===== src/rtl/text_pkg.sv =====
// Shared definitions for the text writer: geometry defaults, control-byte
// codes, printable range, state/operation enums and a printable-test helper.
package text_pkg;

    localparam int          COLS_DEF   = 80;
    localparam int          ROWS_DEF   = 30;
    localparam int          ADDR_W_DEF = 12;
    localparam logic [7:0]  FILL_DEF   = 8'h20;

    localparam logic [7:0]  CHR_BS     = 8'h08;
    localparam logic [7:0]  CHR_LF     = 8'h0A;
    localparam logic [7:0]  CHR_FF     = 8'h0C;
    localparam logic [7:0]  CHR_CR     = 8'h0D;

    localparam logic [7:0]  PRINT_LO   = 8'h20;
    localparam logic [7:0]  PRINT_HI   = 8'h7E;

    typedef enum logic [0:0] {
        ST_IDLE  = 1'b0,
        ST_CLEAR = 1'b1
    } wr_state_t;

    // Cursor operations requested by the writer for the next edge.
    typedef enum logic [2:0] {
        CUR_NONE = 3'd0,
        CUR_ADV  = 3'd1,
        CUR_LF   = 3'd2,
        CUR_CR   = 3'd3,
        CUR_BS   = 3'd4,
        CUR_HOME = 3'd5
    } cur_op_t;

    function automatic logic is_printable(input logic [7:0] b);
        return (b >= PRINT_LO) && (b <= PRINT_HI);
    endfunction

endpackage


===== src/rtl/text_cursor.sv =====
// Cursor tracker for the text writer. Holds column, row and the linear RAM
// address lin = row*COLS + col, all updated incrementally (no multiplier).
// Ports:
//   clk, rst_n   clock and asynchronous active-low reset
//   op           operation applied on the next rising edge
//   col, row     current cursor position
//   lin          current linear address of the cursor cell
module text_cursor
    import text_pkg::*;
#(
    parameter int COLS   = COLS_DEF,
    parameter int ROWS   = ROWS_DEF,
    parameter int ADDR_W = ADDR_W_DEF
) (
    input  logic              clk,
    input  logic              rst_n,
    input  cur_op_t           op,
    output logic [6:0]        col,
    output logic [4:0]        row,
    output logic [ADDR_W-1:0] lin
);

    localparam logic [6:0]        COL_LAST = 7'(COLS - 1);
    localparam logic [4:0]        ROW_LAST = 5'(ROWS - 1);
    localparam logic [ADDR_W-1:0] ONE      = ADDR_W'(1);
    localparam logic [ADDR_W-1:0] COLS_A   = ADDR_W'(COLS);

    logic [ADDR_W-1:0] col_a;
    assign col_a = ADDR_W'(col);

    // Cursor register: applies the requested operation with wrap handling.
    always_ff @(posedge clk or negedge rst_n) begin
        if (!rst_n) begin
            col <= 7'd0;
            row <= 5'd0;
            lin <= '0;
        end else begin
            case (op)
                CUR_ADV: begin
                    if (col == COL_LAST) begin
                        col <= 7'd0;
                        if (row == ROW_LAST) begin
                            // Bottom-right cell: wrap to the top, no scrolling.
                            row <= 5'd0;
                            lin <= '0;
                        end else begin
                            row <= row + 5'd1;
                            lin <= lin + ONE;
                        end
                    end else begin
                        col <= col + 7'd1;
                        lin <= lin + ONE;
                    end
                end
                CUR_LF: begin
                    col <= 7'd0;
                    if (row == ROW_LAST) begin
                        row <= 5'd0;
                        lin <= '0;
                    end else begin
                        row <= row + 5'd1;
                        // Start of the next row: drop the column, add one row.
                        lin <= lin - col_a + COLS_A;
                    end
                end
                CUR_CR: begin
                    col <= 7'd0;
                    lin <= lin - col_a;
                end
                CUR_BS: begin
                    if (col != 7'd0) begin
                        col <= col - 7'd1;
                        lin <= lin - ONE;
                    end else begin
                        col <= col;
                        lin <= lin;
                    end
                end
                CUR_HOME: begin
                    col <= 7'd0;
                    row <= 5'd0;
                    lin <= '0;
                end
                default: begin
                    col <= col;
                    row <= row;
                    lin <= lin;
                end
            endcase
        end
    end

endmodule


===== src/rtl/text_writer.sv =====
// Terminal-style character writer driving the write port of the text RAM.
// Accepts bytes over valid/ready, writes printable bytes at the cursor,
// interprets CR/LF/BS and sweeps the whole screen with FILL_CHAR on FF.
// Ports:
//   clk, rst_n             clock and asynchronous active-low reset
//   in_valid, in_data      input byte stream
//   in_ready               byte can be accepted this cycle (combinational)
//   ram_we/addr/data       registered text RAM write port
//   cursor_col/cursor_row  registered cursor position
//   busy                   clear sweep in progress
module text_writer
    import text_pkg::*;
#(
    parameter int         COLS      = COLS_DEF,
    parameter int         ROWS      = ROWS_DEF,
    parameter int         ADDR_W    = ADDR_W_DEF,
    parameter logic [7:0] FILL_CHAR = FILL_DEF
) (
    input  logic              clk,
    input  logic              rst_n,
    input  logic              in_valid,
    input  logic [7:0]        in_data,
    output logic              in_ready,
    output logic              ram_we,
    output logic [ADDR_W-1:0] ram_addr,
    output logic [7:0]        ram_data,
    output logic [6:0]        cursor_col,
    output logic [4:0]        cursor_row,
    output logic              busy
);

    // One extra bit so the cell count fits even when it equals 2**ADDR_W.
    localparam logic [ADDR_W:0] CELLS = (ADDR_W + 1)'(COLS * ROWS);

    wr_state_t         state, state_nxt;
    cur_op_t           cur_op;
    logic [ADDR_W-1:0] lin;
    logic [ADDR_W:0]   clr_cnt, clr_cnt_nxt;
    logic              we_nxt;
    logic [ADDR_W-1:0] addr_nxt;
    logic [7:0]        data_nxt;
    logic              busy_nxt;
    logic              accept;

    assign in_ready = (state == ST_IDLE) && rst_n;
    assign accept   = in_valid && in_ready;

    text_cursor #(
        .COLS   (COLS),
        .ROWS   (ROWS),
        .ADDR_W (ADDR_W)
    ) u_cursor (
        .clk   (clk),
        .rst_n (rst_n),
        .op    (cur_op),
        .col   (cursor_col),
        .row   (cursor_row),
        .lin   (lin)
    );

    // Next-state, cursor operation and next RAM port values.
    always_comb begin
        state_nxt   = state;
        cur_op      = CUR_NONE;
        clr_cnt_nxt = clr_cnt;
        we_nxt      = 1'b0;
        addr_nxt    = ram_addr;
        data_nxt    = ram_data;
        busy_nxt    = busy;
        case (state)
            ST_IDLE: begin
                if (accept) begin
                    if (is_printable(in_data)) begin
                        // Write at the current cell, then step the cursor.
                        we_nxt   = 1'b1;
                        addr_nxt = lin;
                        data_nxt = in_data;
                        cur_op   = CUR_ADV;
                    end else begin
                        case (in_data)
                            CHR_CR: cur_op = CUR_CR;
                            CHR_LF: cur_op = CUR_LF;
                            CHR_BS: begin
                                if (cursor_col != 7'd0) begin
                                    // Erase the cell the cursor moves back onto.
                                    cur_op   = CUR_BS;
                                    we_nxt   = 1'b1;
                                    addr_nxt = lin - ADDR_W'(1);
                                    data_nxt = FILL_CHAR;
                                end else begin
                                    cur_op = CUR_NONE;
                                end
                            end
                            CHR_FF: begin
                                state_nxt   = ST_CLEAR;
                                busy_nxt    = 1'b1;
                                clr_cnt_nxt = '0;
                            end
                            default: cur_op = CUR_NONE;
                        endcase
                    end
                end else begin
                    cur_op = CUR_NONE;
                end
            end
            ST_CLEAR: begin
                if (clr_cnt == CELLS) begin
                    // Sweep done: home the cursor and reopen the input.
                    state_nxt = ST_IDLE;
                    busy_nxt  = 1'b0;
                    cur_op    = CUR_HOME;
                end else begin
                    we_nxt      = 1'b1;
                    addr_nxt    = clr_cnt[ADDR_W-1:0];
                    data_nxt    = FILL_CHAR;
                    clr_cnt_nxt = clr_cnt + (ADDR_W + 1)'(1);
                end
            end
            default: begin
                state_nxt = ST_IDLE;
                busy_nxt  = 1'b0;
            end
        endcase
    end

    // State, clear counter and registered RAM port / busy outputs.
    always_ff @(posedge clk or negedge rst_n) begin
        if (!rst_n) begin
            state    <= ST_IDLE;
            clr_cnt  <= '0;
            ram_we   <= 1'b0;
            ram_addr <= '0;
            ram_data <= 8'h00;
            busy     <= 1'b0;
        end else begin
            state    <= state_nxt;
            clr_cnt  <= clr_cnt_nxt;
            ram_we   <= we_nxt;
            ram_addr <= addr_nxt;
            ram_data <= data_nxt;
            busy     <= busy_nxt;
        end
    end

endmodule

===== config.mk =====
export PLATFORM = sky130hd
export DESIGN_NAME = text_writer
export DESIGN_NICKNAME = d
export VERILOG_FILES = /design/src/rtl/text_pkg.sv /design/src/rtl/text_cursor.sv /design/src/rtl/text_writer.sv
export SDC_FILE = /design/constraint.sdc
export NUM_CORES = 1
export LEC_CHECK = 0
export CAP_MARGIN = 5
export CORE_ASPECT_RATIO = 1.2
export CORE_MARGIN = 1.5
export CORE_UTILIZATION = 39
export CTS_CLUSTER_DIAMETER = 120
export DETAILED_ROUTE_END_ITERATION = 6
export PLACE_DENSITY_LB_ADDON = 0.25
export SLEW_MARGIN = 20
export SYNTH_ARGS = -nofsm -noshare
export SYNTH_HDL_FRONTEND = slang
export SYNTH_HIERARCHICAL = 1
export SYNTH_SLANG_ARGS = --single-unit

===== constraint.sdc =====
create_clock -name clk -period 2.9 [get_ports clk]
set_input_delay 0.58 -clock clk [delete_from_list [all_inputs] [get_ports clk]]
set_output_delay 0.58 -clock clk [all_outputs]
set_load 0.01 [all_outputs]

## Yosys cells after proc, flatten, opt, wreduce, memory -nomap -nowiden

Cells that the tools add are included.

| storage, ports and cells | value |
|---|---|
| bits in registers | 60 |
| bits of input ports | 11 |
| output and inout bits | 35 |
| logic and storage cells | 103 |

| operators by class | value |
|---|---|
| $add $sub $neg | 8 |
| order comparisons | 2 |
| eq/ne operators | 21 |
| muxes and demuxes | 48 |
| bitwise operators | 1 |
| reduce and logical (&&, ||, !) cells | 14 |

Operators with widths:

| kind | count |
|---|---|
| $mux 12 | 8 |
| $pmux 12 s5 | 1 |
| $mux 13 | 4 |
| $mux 8 | 5 |
| $eq 8x4->1 const B | 4 |
| $pmux 13 s2 | 1 |
| $pmux 12 s2 | 1 |
| $pmux 7 s3 | 1 |
| $pmux 8 s2 | 1 |
| $pmux 5 s3 | 1 |
| $mux 7 | 2 |
| $add 13x1->13 const B | 1 |
| $eq 13x12->1 const B | 1 |
| $add 12x1->12 const B | 1 |
| $add 12x7->12 const B | 1 |
| $mux 1 | 12 |
| $mux 3 | 4 |
| $reduce_and 4->1 | 3 |
| $sub 12x1->12 const B | 1 |
| $sub 12x7->12 | 1 |
| $mux 5 | 2 |
| $pmux 3 s3 | 1 |
| $ge 8x6->1 const B | 1 |
| $le 8x7->1 const B | 1 |
| 20 further kinds | 35 |

## Depth between registers and ports, before layout

Gate-level depths: netlist of the first run.

| logic depth | value |
|---|---|
| word-level depth | 10 |
| depth in mapped cells | 14 |
| mapped depth without buffers | 12 |

## Hierarchy

Netlist of the first run, hierarchy kept.

By module, submodules not included:

| module | times used | cells an instance | area each (um2) | seq. area each (um2) |
|---|---|---|---|---|
| text_cursor | 1 | 345 | 2640.0 | 600.6 |
| text_writer | 1 | 237 | 2194.6 | 900.9 |

## Worst setup path after synthesis of the first run

No wires, ideal clock.

| timing path | value |
|---|---|
| kind | input -> register |
| start point | in in_data[5] |
| end point | reg u_cursor.col[3] |
| arrival time | 3.107 ns |
| slack | -0.328 ns |
| stages on the path | 10 |
| buffers on the path | 2 |
| path through | or4b_1 nor2_1 nand3_1 o31ai_1 buf_1 a21oi_1 o21ai_0 clkbuf_1 o21ai_0 a22o_1 |

| on the way | value |
|---|---|
| cells in the longest elaborated chain, start to end | 9 |
| elaborated cells on any way between the ends | 20 |
| those cells by class | order compare (2); eq/ne (9); mux (5); reduce/logical (4) |

RTL lines:

| element | line | RTL |
|---|---|---|
| from (decl) | text_writer.sv:22 | `input logic [7:0] in_data,` |
| $ge 8x6->1, or another cell as far along | text_pkg.sv:34 | `return (b >= PRINT_LO) && (b <= PRINT_HI);` |
| $logic_and 1x1->1 / $pmux 3 s3 (equally long branches) | text_pkg.sv:34, text_writer.sv:80 |  |
| $mux 3 * | text_writer.sv:73 | `if (is_printable(in_data)) begin` |
| $mux 3 * | text_writer.sv:72 | `if (accept) begin` |
| $pmux 3 s2 * | text_writer.sv:70 | `case (state)` |
| net cur_op[2] | text_writer.sv:36 | `cur_op_t cur_op;` |
| $eq 3x2->1 / $eq 3x3->1 (equally long branches) | text_cursor.sv:38 | `case (op)` |
| $reduce_or 3->1 (no line) | - |  |
| $reduce_bool 3->1 (no line) | - |  |
| $reduce_and 2->1 (no line) | - |  |
| to (signal assigned) | text_cursor.sv:51 | `col <= col + 7'd1;` |
| to (signal assigned) | text_cursor.sv:72 | `col <= col - 7'd1;` |
| to (signal assigned) | text_cursor.sv:75 | `col <= col;` |
| to (decl) | text_cursor.sv:18 | `output logic [6:0] col,` |

The timed path passes the listed nets; every way through them passes the cells marked *.
A chain may end at the register's enable or synchronous reset.

## Final worst setup path of the first run

| timing path | value |
|---|---|
| start point | in in_data[5] |
| end point | reg u_cursor.lin[7] |

| on the way | value |
|---|---|
| cells in the longest elaborated chain, start to end | 8 |
| elaborated cells on any way between the ends | 19 |
| those cells by class | order compare (2); eq/ne (9); mux (5); reduce/logical (3) |

RTL lines:

| element | line | RTL |
|---|---|---|
| $ge 8x6->1, or another cell as far along | text_pkg.sv:34 |  |
| $logic_and 1x1->1 / $pmux 3 s3 (equally long branches) | text_pkg.sv:34, text_writer.sv:80 |  |
| $mux 3 * | text_writer.sv:73 |  |
| $mux 3 * | text_writer.sv:72 |  |
| $pmux 3 s2 * | text_writer.sv:70 |  |
| net cur_op[1] | text_writer.sv:36 |  |
| $eq 3x1->1, or another cell as far along | text_cursor.sv:38 |  |
| $reduce_bool 5->1 (no line) / $ne 2x2->1 (equally long branches) | - |  |
| $reduce_and 2->1 (no line) | - |  |
| to (signal assigned) | text_cursor.sv:48 | `lin <= lin + ONE;` |
| to (signal assigned) | text_cursor.sv:52 | `lin <= lin + ONE;` |
| to (signal assigned) | text_cursor.sv:63 | `lin <= lin - col_a + COLS_A;` |
| to (decl) | text_cursor.sv:20 | `output logic [ADDR_W-1:0] lin` |

Marks and branches as above.

==> results of run 1 <==
==> sequential cells by signal (all words and copies together), names as in the netlist <==
register and cells:
busy 1, clr_cnt 13, ram_addr 12, ram_data 8, ram_we 1, state 1
u_cursor/col 7, u_cursor/lin 12, u_cursor/row 5
==> metrics by stage <==
stage | worst slack [ns] | hold WS [ns] | cell area, um2 | power (mW) | util [%]
after floorplan | 0.00294 | 0.284 | 4900 | 3.12 | -
after CTS | 0.00838 | 0.494 | 6250 | 5.23 | 51.6
after detailed placement | -0.599 | 0.484 | 5890 | 4.09 | 48.6
after global placement | -0.594 | 0.473 | 5890 | 4.02 | 48.6
after global routing | -0.0512 | 0.516 | 6350 | 5.71 | 52.4
final | 0.0881 | 0.490 | 6350 | 5.32 | 52.4
==> cells in the final DEF, fill, tap and decap left out, types with 15 or more instances in the layout <==
cell type	n
inv_1	30
a21oi_1	27
dfrtp_1	60
clkdlybuf4s50_1	38
nor2_1	56
ha_1	17
o21ai_0	39
nand3_1	28
nand2_1	33
nor3_1	15
buf_4	75
==> synthesized netlist by cell type, drive strengths merged, types with 7 or more instances <==
master,instances,share of area [%]
or4b,7,1.4
buf,10,1.3
o211ai,7,1.1
ha,18,4.7
clkbuf,27,2.6
a221oi,9,1.6
or3,9,1.2
dfrtp,60,31
a21oi,29,3.0
a31oi,14,1.8
nand3,29,3.0
xnor2,11,2.0
nor3,17,1.8
o22ai,10,1.3
or4,7,1.2
inv,31,2.4
mux2,14,3.3
o21ai,45,4.7
nor4,8,1.5
and3,10,1.3
nand4,10,1.3
xor2,14,2.5
nand2,33,2.6
nor2,60,4.7
==> per-layer routing <==
layer  GRT usage (%)  wire, um  share of wire [%]
met2            37.2      6950                 49
met1            26.6      6180                 44
met4            8.14       368                2.6
met3            3.28       548                3.9
met5               0         0                  0
==> worst max-delay path, stage by stage <==
cell and delay [ns]:
clkbuf_2 0.09, or4b_4 0.56, nor2_4 0.16, buf_6 0.11, o21ai_2 0.05, nor3_2 0.16, buf_4 0.18, xor2_4 0.22
a41o_4 0.21, o22ai_2 0.11, nand2_1 0.13, o21ai_1 0.09, a221oi_1 0.25, a21oi_1 0.10
==> cell type report <==
type,instances,area [um2]
fillers,1157,5770
inverters,32,120
clock inverters,4,47.5
repair buffers,122,1020
multi-input cells,453,3200
clock buffers,12,256
flip-flops and latches,60,1500
well taps,161,201
==> power groups by stage <==
stage | clock network [mW] | logic (mW) | registers, mW
5_1_grt | 1.17 | 3.20 | 1.34
2_1_floorplan | 0 | 1.77 | 1.35
3_3_place_gp | 0 | 2.72 | 1.29
3_5_place_dp | 0 | 2.79 | 1.30
4_1_cts | 1.13 | 2.82 | 1.29
6_report | 1.10 | 2.92 | 1.30
==> cell families (layout without fill, tap and decap cells) <==
kind of cell             after synthesis  after routing
buffers and inverters                 69            170
multiplexers                          19             19
adder cells (fa/ha/maj)               19             19
AO/OA/AOI/OAI                        165            165
AND/OR/NAND/NOR                      225            225
XOR/XNOR                              25             25
flip-flops                            60             60
==> worst max-delay path by stage <==
stage                               start               end  slack [ns]  cells past startpoint
final                          in_data[5]   u_cursor/lin[7]        0.09                     14
after global placement         in_data[3]   u_cursor/lin[7]       -0.59                     14
after CTS                 u_cursor/lin[0]  u_cursor/lin[11]       0.008                     12
after detailed placement       in_data[6]   u_cursor/lin[7]       -0.60                     14
after floorplan                in_data[5]   u_cursor/lin[5]       0.003                     10
after global routing           in_data[5]   u_cursor/lin[7]       -0.05                     14
==> what timing repair did <==
action,in CTS,in global routing
endpoints found under the hold margin,0,0
endpoints found under the setup margin,20,21
buffers inserted,1,4
resized for setup,14,31
pin swaps,6,18
==> run summary, run 1 <==
Outcome = finished, final reports clean
Fmax = 356 MHz
Xor/xnor share of the synthesized area = 4.53%
Power share of the combinational group = 54.9%
Sequential Power Share = 24.4%
Area grow syn2layout = 31.3%
RR Startpoint = u_cursor/lin[0]
Core Rows = 44
Yosys Warn Count = 6
Routed wire length = 14,000 um
TritonCTS buffer count = 9
Net Sw Frac = 41.3%
CP arrival = 3.01 ns
Part of the power in the clock network = 20.7%
CTS tree = done
CP endpoint kind = register
H-tree depth = 3
Dpl hpwl = 10,100 um
Setup TNS = 0 ns
Die Y = 125 um
# DRC = 0
Least-Margin Pin Slew = 0.929 ns
Largest family of logic cells by synthesized area = simple AND/OR/NAND/NOR gates
Synth Area in Compound Gates = 23.3%
Post-Syn Nets = 612
Initial antenna violation count = 0
Cell Pwr Density = 838 nW/um2
Layout cells sized above 1 = 24.3%
Worst Reg-to-Reg Cells = 11
First-pass GRT wire length = 22,800 um
Worst relative slew slack = 38.0%
Via Count = 4,894
CTS root buf = clkbuf_16
Final #Nets = 708
Post-synthesis mux area share = 4.30%
Clock sinks = 60
Crit share post-route = 97.0%
Post-synthesis sequential area ratio = 31.1%
Slew Limit Fails = 0
Placed Cells = 824
RR Endpoint = u_cursor/lin[10]
Worst R2R Setup Slack = 0.12 ns
Unique masters post-synth = 78
Vias in the first global route = 4,690
Via density = 5.80
Mapped Area = 4830 um2
Detail Route Antenna Nets = 0
Switch Pwr = 2.20 mW
ANT cells = 0
#FFs+latches synth = 60
Die X = 105 um
Max Cap Viol = 0
Clock Tree Buf Depth = 2
Fraction of registers with async set/reset = 100%
Initial DRC Count = 439
Skew final = 0.00828 ns
Post-synth EDFFs = 0
Drt pass-1 iters = 5
Input/output buffers = 45
Post-CTS Hold Buffers = 0
Core area = 12,100 um2
Worst setup path class = input port to register
Synth Area in Simple Gates = 25.3%
Post-DR wirelength/cell = 16.6 um
I/O Pins = 46
Reg clk slew, reported paths = 0.05 ns
Ys flop type = dfrtp_1
Mapped Cells = 582
Largest net degree at the start of global routing = 61
Avg Synthesized Cell Area = 8.31 um2
Cell Count, Final, Fillers Out = 844
CP required = 3.10 ns
GPL Wtd Cong = 0.939
Post-synthesis adder-cell area fraction = 5.07%
Clock Latency Late Sink = 0.33 ns
Final hold viol count = 0
Die area = 13,100 um2
Maximum fanout along the worst path = 8
Final setup fails = 0
GRT Overall Usage = 21.3%
GRT overflow = 0
Maximum VDD drop = 0.370 mV
Initial core utilization = 39.9%
Lkg Pwr = 2.60 nW
Final min period = 2.81 ns
HP Class = input port to async pin
Int Power = 3.12 mW
Worst setup SP type = input port
No activity file was read; power rests on OpenSTA's default activity.
==> run 2: changes to the inputs <==
- MAX_ROUTING_LAYER: default -> met4
==> run summary, run 2 (synthesized netlist as in run 1, its figures left out) <==
WP buf/inv = 3 (unchanged)
Slew Limit Fails = 0 (unchanged)
H-tree depth = 3 (unchanged)
Worst path depth = 12 (-2)
CTS root buf = clkbuf_16
Core Rows = 44 (unchanged)
HP Class = input port to async pin
CP cell instances = clkbuf_2 -> or4b_4 -> nor2_4 -> nand3_2 -> o31ai_4 -> buf_6 -> xor2_4 -> a21oi_4 -> buf_6 -> a222oi_1 -> o21ai_1 -> a22o_1
Worst R2R Setup Slack = 0.13 ns (about the same)
Pwr Total = 5.24 mW (-1.5%)
Outcome = finished, final reports clean
Die Y = 125 um (unchanged)
Fmax = 354 MHz (-0.34%)
GPL Wtd Cong = 0.951 (+1.3%)
Area grow syn2layout = 31.5%
Die area = 13,100 um2 (unchanged)
GRT overflow = 0 (unchanged)
Regs by FF count = clr_cnt x13, ram_addr x12, u_cursor/lin x12
Most frequent cells in the layout = 73 x buf_4, 59 x dfrtp_1, 56 x nor2_1
Initial core utilization = 39.9% (unchanged)
Maximum VDD drop = 0.455 mV (+23%)
Least-Margin Pin Slew = 0.934 ns (+0.00482 ns)
Worst relative slew slack = 37.7% (-0.32 points)
Most common cell after layout, fill and taps aside = buf_4
Reg clk slew, reported paths = 0.06 ns (about the same)
CP endpoint kind = register
Delay-heaviest family, CP = compound AO/OA/AOI/OAI gates
Slowest-stage cell, CP = or4b_4
GRT Overall Usage = 22.4% (+1.1 points)
Core area = 12,100 um2 (unchanged)
Die X = 105 um (unchanged)
Initial antenna violation count = 0 (unchanged)
Setup TNS = 0 ns (unchanged)
CP required = 3.12 ns (+0.02 ns)
Via Count = 4,946 (+1.1%)
Final #Nets = 708 (unchanged)
Placed Cells = 824 (unchanged)
CTS tree = done
Drt pass-1 iters = 7 (+2)
Post-Route Utilization = 52.5% (+0.093 points)
Worst setup SP type = input port
Crit share post-route = 97.3% (+0.33 points)
Input/output buffers = 45 (unchanged)
Final setup fails = 0 (unchanged)
CP arrival = 3.04 ns (+0.03 ns)
Skew final = 0.00767 ns (-0.000612 ns)
First-pass GRT wire length = 23,300 um (+2.5%)
Detail Route Antenna Nets = 0 (unchanged)
Worst Reg-to-Reg Cells = 12 (+1)
Cell Pwr Density = 824 nW/um2 (-1.7%)
Largest net degree at the start of global routing = 61 (unchanged)
Cell repeated most along the worst path = buf_6
Final min period = 2.82 ns (+0.00961 ns)
Final hold viol count = 0 (unchanged)
RR Startpoint = u_cursor/lin[0]
RR Endpoint = u_cursor/lin[10]
Clock Tree Buf Depth = 2 (unchanged)
Routed wire length = 14,200 um (+0.95%)
I/O Pins = 46 (unchanged)
Hold slack = 0.489 ns (-0.000799 ns)
Top reg by flops = clr_cnt
Vias in the first global route = 4,768 (+1.7%)
Worst setup path class = input port to register
Lkg Pwr = 2.60 nW (+0.16%)
Layout cells sized above 1 = 25.3% (+1.0 points)
Maximum fanout along the worst path = 6 (-2)
Clock sinks = 60 (unchanged)
Cell Count, Final, Fillers Out = 844 (unchanged)
# DRC = 0 (unchanged)
Via density = 5.86 (+1.1%)
Clock Latency Late Sink = 0.32 ns (about the same)
Initial DRC Count = 392 (-11%)
TritonCTS buffer count = 9 (unchanged)
Post-DR wirelength/cell = 16.8 um (+0.95%)
ANT cells = 0 (unchanged)
Max Cap Viol = 0 (unchanged)
Dpl hpwl = 10,300 um (+1.6%)
Max stage delay on crit path = 0.56 ns (about the same)
Number of flip-flops in the largest register = 13 (unchanged)
## run 2: worst max path at each step
stage,to,slack [ns],from
6_report,u_cursor/lin[5],0.08,in_data[5]
5_1_grt,u_cursor/lin[5],-0.01,in_data[5]
3_3_place_gp,u_cursor/lin[7],-0.59,in_data[3]
2_1_floorplan,u_cursor/lin[5],0.003,in_data[5]
3_5_place_dp,u_cursor/lin[7],-0.62,in_data[3]
4_1_cts,u_cursor/col[3],-0.006,in_data[7]
## run 2: what timing repair did
action,CTS,global route
gates cloned,0,0
hold buffers,0,0
setup buffers,1,3
pin swaps,9,19
endpoints found under the setup margin,22,23
resized for setup,16,41
## run 2: area by class of cell
type	count	area, um2
clock inverter	4	25.0
timing repair buffer	122	1030
inverter	32	120
sequential	60	1500
multi-input combinational	453	3230
clock buffer	12	246
tap	161	201
fill	1125	5750
## run 2: layer usage
layer	up-vias	routed length [um]	GRT usage, %	part of all wire (%)
met5	-	0	-	0
met1	2407	6170	27.8	44
li1	2354	-	-	-
met2	164	7150	38.0	50
met3	21	577	2.61	4.1
met4	0	275	7.25	1.9
## run 2: power by group
| group | switching (mW) | internal [mW] | total (mW) |
|---|---|---|---|
| Clock | 0.390 | 0.599 | 0.989 |
| Sequential | 0.235 | 1.06 | 1.30 |
| Combinational | 1.60 | 1.36 | 2.95 |
## run 2: through the flow
| stage | area, um2 | setup slack [ns] |
|---|---|---|
| final | 6360 | 0.0785 |
| after global routing | 6360 | -0.0124 |
| after CTS | 6210 | -0.00564 |
| after detailed placement | 5890 | -0.624 |
| after global placement | 5890 | -0.590 |
| after floorplan | 4900 | 0.00294 |
